File: src/rtl/dlx_bus_ctrl.sv
// Memory-bus access controller for the DLX: accepts one read or write request at a time,
// runs a REQ/ACK handshake with external memory and aborts after TIMEOUT wait cycles.
module dlx_bus_ctrl #(
   parameter int TIMEOUT = 15,
   parameter int CNT_W   = 8
) (
   input  logic        CLK,
   input  logic        RESET,
   input  logic [31:0] AO,
   input  logic [31:0] DI,
   input  logic        REQ_RD,
   input  logic        REQ_WR,
   output logic        BUSY,
   output logic        DONE,
   output logic        ERR,
   output logic [31:0] RDATA,
   output logic [31:0] BUS_ADDR,
   output logic [31:0] BUS_DOUT,
   input  logic [31:0] BUS_IN,
   output logic        BUS_RD,
   output logic        BUS_WR,
   input  logic        BUS_ACK
);

   typedef enum logic [1:0] {
      ST_IDLE = 2'd0,
      ST_REQ  = 2'd1,
      ST_FIN  = 2'd2,
      ST_FAIL = 2'd3
   } state_t;

   localparam logic [CNT_W-1:0] LAST_CNT = CNT_W'(TIMEOUT - 1);

   state_t            state_reg, state_next;
   logic [CNT_W-1:0]  cnt_reg, cnt_next;
   logic [31:0]       addr_reg, addr_next;
   logic [31:0]       wdata_reg, wdata_next;
   logic [31:0]       rdata_reg, rdata_next;
   logic              dir_rd_reg, dir_rd_next;

   // Visible outputs are flops loaded from the decoded next state, so strobes never glitch.
   logic              busy_reg, busy_next;
   logic              done_reg, done_next;
   logic              err_reg, err_next;
   logic              bus_rd_reg, bus_rd_next;
   logic              bus_wr_reg, bus_wr_next;
   logic [31:0]       bus_dout_reg, bus_dout_next;

   always_ff @(posedge CLK) begin
      if (RESET) begin
         state_reg    <= ST_IDLE;
         cnt_reg      <= '0;
         addr_reg     <= '0;
         wdata_reg    <= '0;
         rdata_reg    <= '0;
         dir_rd_reg   <= 1'b0;
         busy_reg     <= 1'b0;
         done_reg     <= 1'b0;
         err_reg      <= 1'b0;
         bus_rd_reg   <= 1'b0;
         bus_wr_reg   <= 1'b0;
         bus_dout_reg <= '0;
      end else begin
         state_reg    <= state_next;
         cnt_reg      <= cnt_next;
         addr_reg     <= addr_next;
         wdata_reg    <= wdata_next;
         rdata_reg    <= rdata_next;
         dir_rd_reg   <= dir_rd_next;
         busy_reg     <= busy_next;
         done_reg     <= done_next;
         err_reg      <= err_next;
         bus_rd_reg   <= bus_rd_next;
         bus_wr_reg   <= bus_wr_next;
         bus_dout_reg <= bus_dout_next;
      end
   end

   always_comb begin
      state_next  = state_reg;
      cnt_next    = cnt_reg;
      addr_next   = addr_reg;
      wdata_next  = wdata_reg;
      rdata_next  = rdata_reg;
      dir_rd_next = dir_rd_reg;
      case (state_reg)
         ST_IDLE: begin
            if (REQ_RD && REQ_WR) begin
               state_next = ST_FAIL;
            end else if (REQ_RD || REQ_WR) begin
               state_next  = ST_REQ;
               addr_next   = AO;
               wdata_next  = DI;
               dir_rd_next = REQ_RD;
               cnt_next    = '0;
            end
         end
         ST_REQ: begin
            // ACK wins over the timeout check in the final wait cycle.
            if (BUS_ACK) begin
               state_next = ST_FIN;
               if (dir_rd_reg) begin
                  rdata_next = BUS_IN;
               end
            end else if (cnt_reg == LAST_CNT) begin
               state_next = ST_FAIL;
            end else begin
               cnt_next = cnt_reg + CNT_W'(1);
            end
         end
         ST_FIN:  state_next = ST_IDLE;
         ST_FAIL: state_next = ST_IDLE;
         default: state_next = ST_IDLE;
      endcase
   end

   always_comb begin
      busy_next     = (state_next == ST_REQ);
      done_next     = (state_next == ST_FIN) || (state_next == ST_FAIL);
      err_next      = (state_next == ST_FAIL);
      bus_rd_next   = busy_next && dir_rd_next;
      bus_wr_next   = busy_next && !dir_rd_next;
      bus_dout_next = bus_wr_next ? wdata_next : 32'd0;
   end

   assign BUSY     = busy_reg;
   assign DONE     = done_reg;
   assign ERR      = err_reg;
   assign RDATA    = rdata_reg;
   assign BUS_ADDR = addr_reg;
   assign BUS_DOUT = bus_dout_reg;
   assign BUS_RD   = bus_rd_reg;
   assign BUS_WR   = bus_wr_reg;

endmodule

File: config.mk
export PLATFORM = sky130hd
export DESIGN_NAME = dlx_bus_ctrl
export DESIGN_NICKNAME = d
export VERILOG_FILES = /design/src/rtl/dlx_bus_ctrl.sv
export SDC_FILE = /design/constraint.sdc
export NUM_CORES = 1
export LEC_CHECK = 0
export ABC_CLOCK_PERIOD_IN_PS = 2000
export CAP_MARGIN = 0
export CORE_MARGIN = 8
export CORE_UTILIZATION = 38
export DETAILED_ROUTE_END_ITERATION = 10
export MAX_ROUTING_LAYER = met4
export PLACE_DENSITY = 0.75
export SETUP_SLACK_MARGIN = 0.02
export SLEW_MARGIN = 20
export SYNTH_ARGS = -nofsm -noshare
export SYNTH_HDL_FRONTEND = slang
export SYNTH_SLANG_ARGS = --single-unit
File: constraint.sdc
create_clock -name CLK -period 2 [get_ports CLK]
set_clock_uncertainty 0.1 [all_clocks]
set_input_delay 0.4 -clock CLK [delete_from_list [all_inputs] [get_ports CLK]]
set_output_delay 0.4 -clock CLK [all_outputs]
set_load 0.005 [all_outputs]
* Word level (Yosys, flattened, before mapping)
Index checks and enable logic that the tools add are counted.
** Cells by class
- $add $sub $neg :: 1
- Equality and inequality tests :: 11
- Mux-type cells :: 16
- Bitwise gates (word level) :: 2
- Reduce and logical (&&, ||, !) cells :: 13
** Operators with widths (count)
- $mux W32 :: 3
- $mux W8 :: 4
- $pmux W8 S2 :: 1
- $add A8 B1 Y8 const B :: 1
- $eq A2 B2 Y1 const B :: 4
- $eq A8 B4 Y1 const B :: 1
- $mux W2 :: 4
- $ne A2 B2 Y1 const B :: 4
- $pmux W2 S3 :: 1
- $reduce_and A3 Y1 :: 2
- $reduce_and A5 Y1 :: 1
- $eq A2 B1 Y1 const B :: 2
- $reduce_or A2 Y1 :: 2
- $logic_and A1 B1 Y1 :: 3
- $mux W1 :: 3
- $logic_not A2 Y1 :: 1
- $logic_or A1 B1 Y1 :: 2
- $not A1 Y1 :: 2
- $reduce_bool A2 Y1 :: 1
- $logic_not A1 Y1 :: 1
** Storage, ports and cells
- Flip-flop bits (word level) :: 144
- Input port bits :: 101
- Output and inout port bits :: 101
- Word-level logic and storage cells :: 55

* Logic depth before layout (Yosys ltp)
- Word-level depth :: 8
- Gate-level depth with buffers :: 8
- Depth with buffers taken out :: 6

* Least setup slack after synthesis
Ideal clock, no wire load.
- Path type :: reg-to-reg
- From :: reg cnt_reg[0]
- To :: reg cnt_reg[3]
- Setup time :: 0.070 ns
- Data arrival time :: 1.693 ns
- Data required time :: 1.830 ns
- Path slack :: 0.137 ns
- Stages on the path, launching flop included :: 8
- Path buffers :: 1
- Period minus slack after synthesis :: 1.863 ns
- Cell sequence :: dfxtp_1 > inv_1 > ha_1 > and4b_1 > and3_1 > buf_2 > or4_1 > a21oi_1
** On the way
- Longest elaborated chain between the ends :: 4
- Elaborated cells on any way between the ends :: 7
- Those cells by class :: add/sub (1); eq/ne (2); mux (3); reduce/logical (1)
** Ends and longest elaborated chain
- from (decl) :: line 35 : logic [CNT_W-1:0] cnt_reg, cnt_next;
- from (signal assigned) :: line 65 : cnt_reg <= cnt_next;
- $add A8 B1 Y8 :: line 108 : cnt_next = cnt_reg + CNT_W'(1);
- $mux W8 :: line 105 : end else if (cnt_reg == LAST_CNT) begin
- $mux W8 :: line 100 : if (BUS_ACK) begin
- $pmux W8 S2 :: line 86 : case (state_reg)
Several ways; a longest one is shown, not always the timed one. The select of a mux whose other input is x is not followed.
A chain may end at the register's enable or synchronous reset.

* Worst setup path in the final report
Ends and elaborated chain as after synthesis.

==> impl_metrics.json <==
{
  "rsz0062_at_grt": "yes",
  "nNetsFinal": 869,
  "die_h_um": 129.7,
  "cts_max_level": 4,
  "worst_ep_arrival_time_ns": 2.13,
  "final_common_cell": "clkdlybuf4s50_1",
  "synth_warnings": 0,
  "clkSlewWorstSetupHoldPaths_ns": 0.06,
  "clkSinkCount": 143,
  "synth_edf_count": 0,
  "yosysSeqAreaShare_pct": 58.29,
  "cellLeakagePower_nw": 2.844,
  "antenna_found_initial": 0,
  "cellPowerDensity_mw_per_mm2": 945.1,
  "synth_ff_type": "dfxtp_1",
  "period_share_pct": 94.66,
  "ant_nets": 0,
  "drc": 0,
  "n_antenna_cell": 0,
  "cts_buffers": 17,
  "worstRegToRegCells": 6,
  "min_path_cells": 4,
  "hold_class": "in2reg",
  "synthCells": 563,
  "synth_area_leaders": "dfxtp_1, nand2_1, a21oi_1, a211oi_1, clkbuf_1",
  "grt-ovfl-total": 0,
  "dpl_cell_area_mm2": 0.007194,
  "post_drt_wl_per_cell_um": 15.43,
  "outcome": "finished clean",
  "cts_buffer_depth": 2,
  "grt_max_degree": 54,
  "synth_top_area_share_pct": 58.29,
  "critPathKind": "reg2reg",
  "clock.fmax_mhz": 528.2,
  "startpoint_type": "flip-flop",
  "wirelength_um": 14680,
  "synth_area_per_cell_um2": 8.723,
  "pre_cts_ws_ns": -0.2444,
  "die_area_mm2": 0.01682,
  "rows": 41,
  "grt_usage_pct": 17.91,
  "layout_setup_ws_ns": 0.1067,
  "gp_congestion": 0.7963,
  "io_pins": 202,
  "cp_data_required_time_ns": 2.24,
  "crit_fanout": 10,
  "maxSlewViolCount": 0,
  "core-area_mm2": 0.01262,
  "grt_pass1_wl_um": 22960,
  "hpwl_um": 10720,
  "fill_cells": 1063,
  "grt_pass1_vias": 4699,
  "ys_types": 37,
  "ir_drop_uv": 551.9,
  "slew_headroom_pct": 62.76,
  "final_hold_viol_count": 0,
  "setup_viol": 0,
  "synth_top_area_cell": "dfxtp_1",
  "drive_above_1_share_pct": 8.601,
  "port_buffers": 201,
  "maxCapViolCount": 0,
  "critPathCaptureType": "flip-flop",
  "avgViaCountPerCell": 4.885,
  "cts_root_buf": "clkbuf_16",
  "reg2reg_slack_ns": 0.11,
  "min_period_ns": 1.893,
  "firstDrtPassIters": 4,
  "ys_seq_elements": 143,
  "final_cell_mix": "clkdlybuf4s50_1, nand2_1, dfxtp_1",
  "area_growth_pct": 59.57,
  "die_w_um": 129.7,
  "synth_area_mm2": 0.004911,
  "worst_pin_slew_ns": 0.5586,
  "vias": 4646,
  "synth_nets": 666,
  "synthArstFlopShare_pct": 0,
  "clk_latency_ns": 0.41,
  "cts_tree": "yes",
  "design_area_mm2": 0.007836,
  "drtIter0Drc": 296,
  "initial_core_util_pct": 38.92
}
-- kinds of logic (layout without fill, tap and decap cells) --
kind of cell / after synthesis / in the layout / share of synthesized area [%]
adder cells (fa/ha/maj): 2 / 2 / 0.5095
AND/OR/NAND/NOR: 229 / 229 / 19.47
buffers and inverters: 43 / 259 / 3.898
multiplexers: 7 / 7 / 1.427
flip-flops: 143 / 143 / 58.29
AO/OA/AOI/OAI: 137 / 137 / 15.90
XOR/XNOR: 2 / 2 / 0.5097
-- report_power, final --
part | internal [mW] | switching [mW]
clock | 2.15 | 1.18
combinational | 0.535 | 0.457
sequential | 3.01 | 0.0696
-- cell usage after synthesis, drive strengths merged (3+ instances only) --
cell / count
nand2: 182
nand3: 7
o31ai: 5
inv: 3
buf: 17
a21oi: 99
nor2: 11
or4: 6
a211oi: 25
and2: 3
dfxtp: 143
o21ai: 3
nor3: 9
mux2i: 7
clkbuf: 23
and3: 3
-- metal layers --
layer	routed length, µm	track usage [%]	vias up
met2	7430	30.96	169
met1	6025	19.03	2154
met5	0	-	-
li1	-	-	2295
met4	300	8.060	0
met3	921	4.478	28
-- worst max-delay path, stage by stage, from the launching register on --
cell and delay, ns:
dfxtp_2 0.36, inv_1 0.05, ha_1 0.18, and4b_1 0.21
and3_2 0.26, or4_1 0.52, a21oi_1 0.15
-- stage by stage --
stage                     hold slack, ns  setup TNS, ns  utilization (%)  std cells  total power, mW
after floorplan                   0.3447              0                -        563            3.546
after global placement            0.3413         -4.777            57.01        919            4.097
after detailed placement          0.3462         -9.994            57.01        919            4.132
after CTS                         0.2141              0            62.07        951            7.478
after global routing              0.2280              0            62.10        951            7.706
final                             0.2386              0            62.10        951            7.406
-- path summary, 6_finish.rpt --
| path | from | end |
|---|---|---|
| worst max-delay path | cnt_reg[0] | cnt_reg[3] |
| worst min-delay path | RESET | cnt_reg[1] |
| worst max register to register | cnt_reg[0] | cnt_reg[3] |
| worst min register to register | RDATA[5] | RDATA[5] |
-- final cells by class --
cell class	instances	area [µm²]	share of cell area (%)
multi-input combinational	377	1862	23.76
clock buffer	19	452.9	5.780
timing repair buffer	224	2245	28.64
sequential	143	2865	36.56
inverter	3	11.26	0.1437
tap	172	215.2	2.746
clock inverter	13	185.2	2.363
-- repair_timing --
item | 4_1_cts | 5_1_grt
buffers inserted | 0 | 0
setup endpoints to repair | 0 | 4
resized for setup | 0 | 3
hold endpoints to repair | 0 | 0
hold buffers | 0 | 0
(Power assumes the default switching activity.)
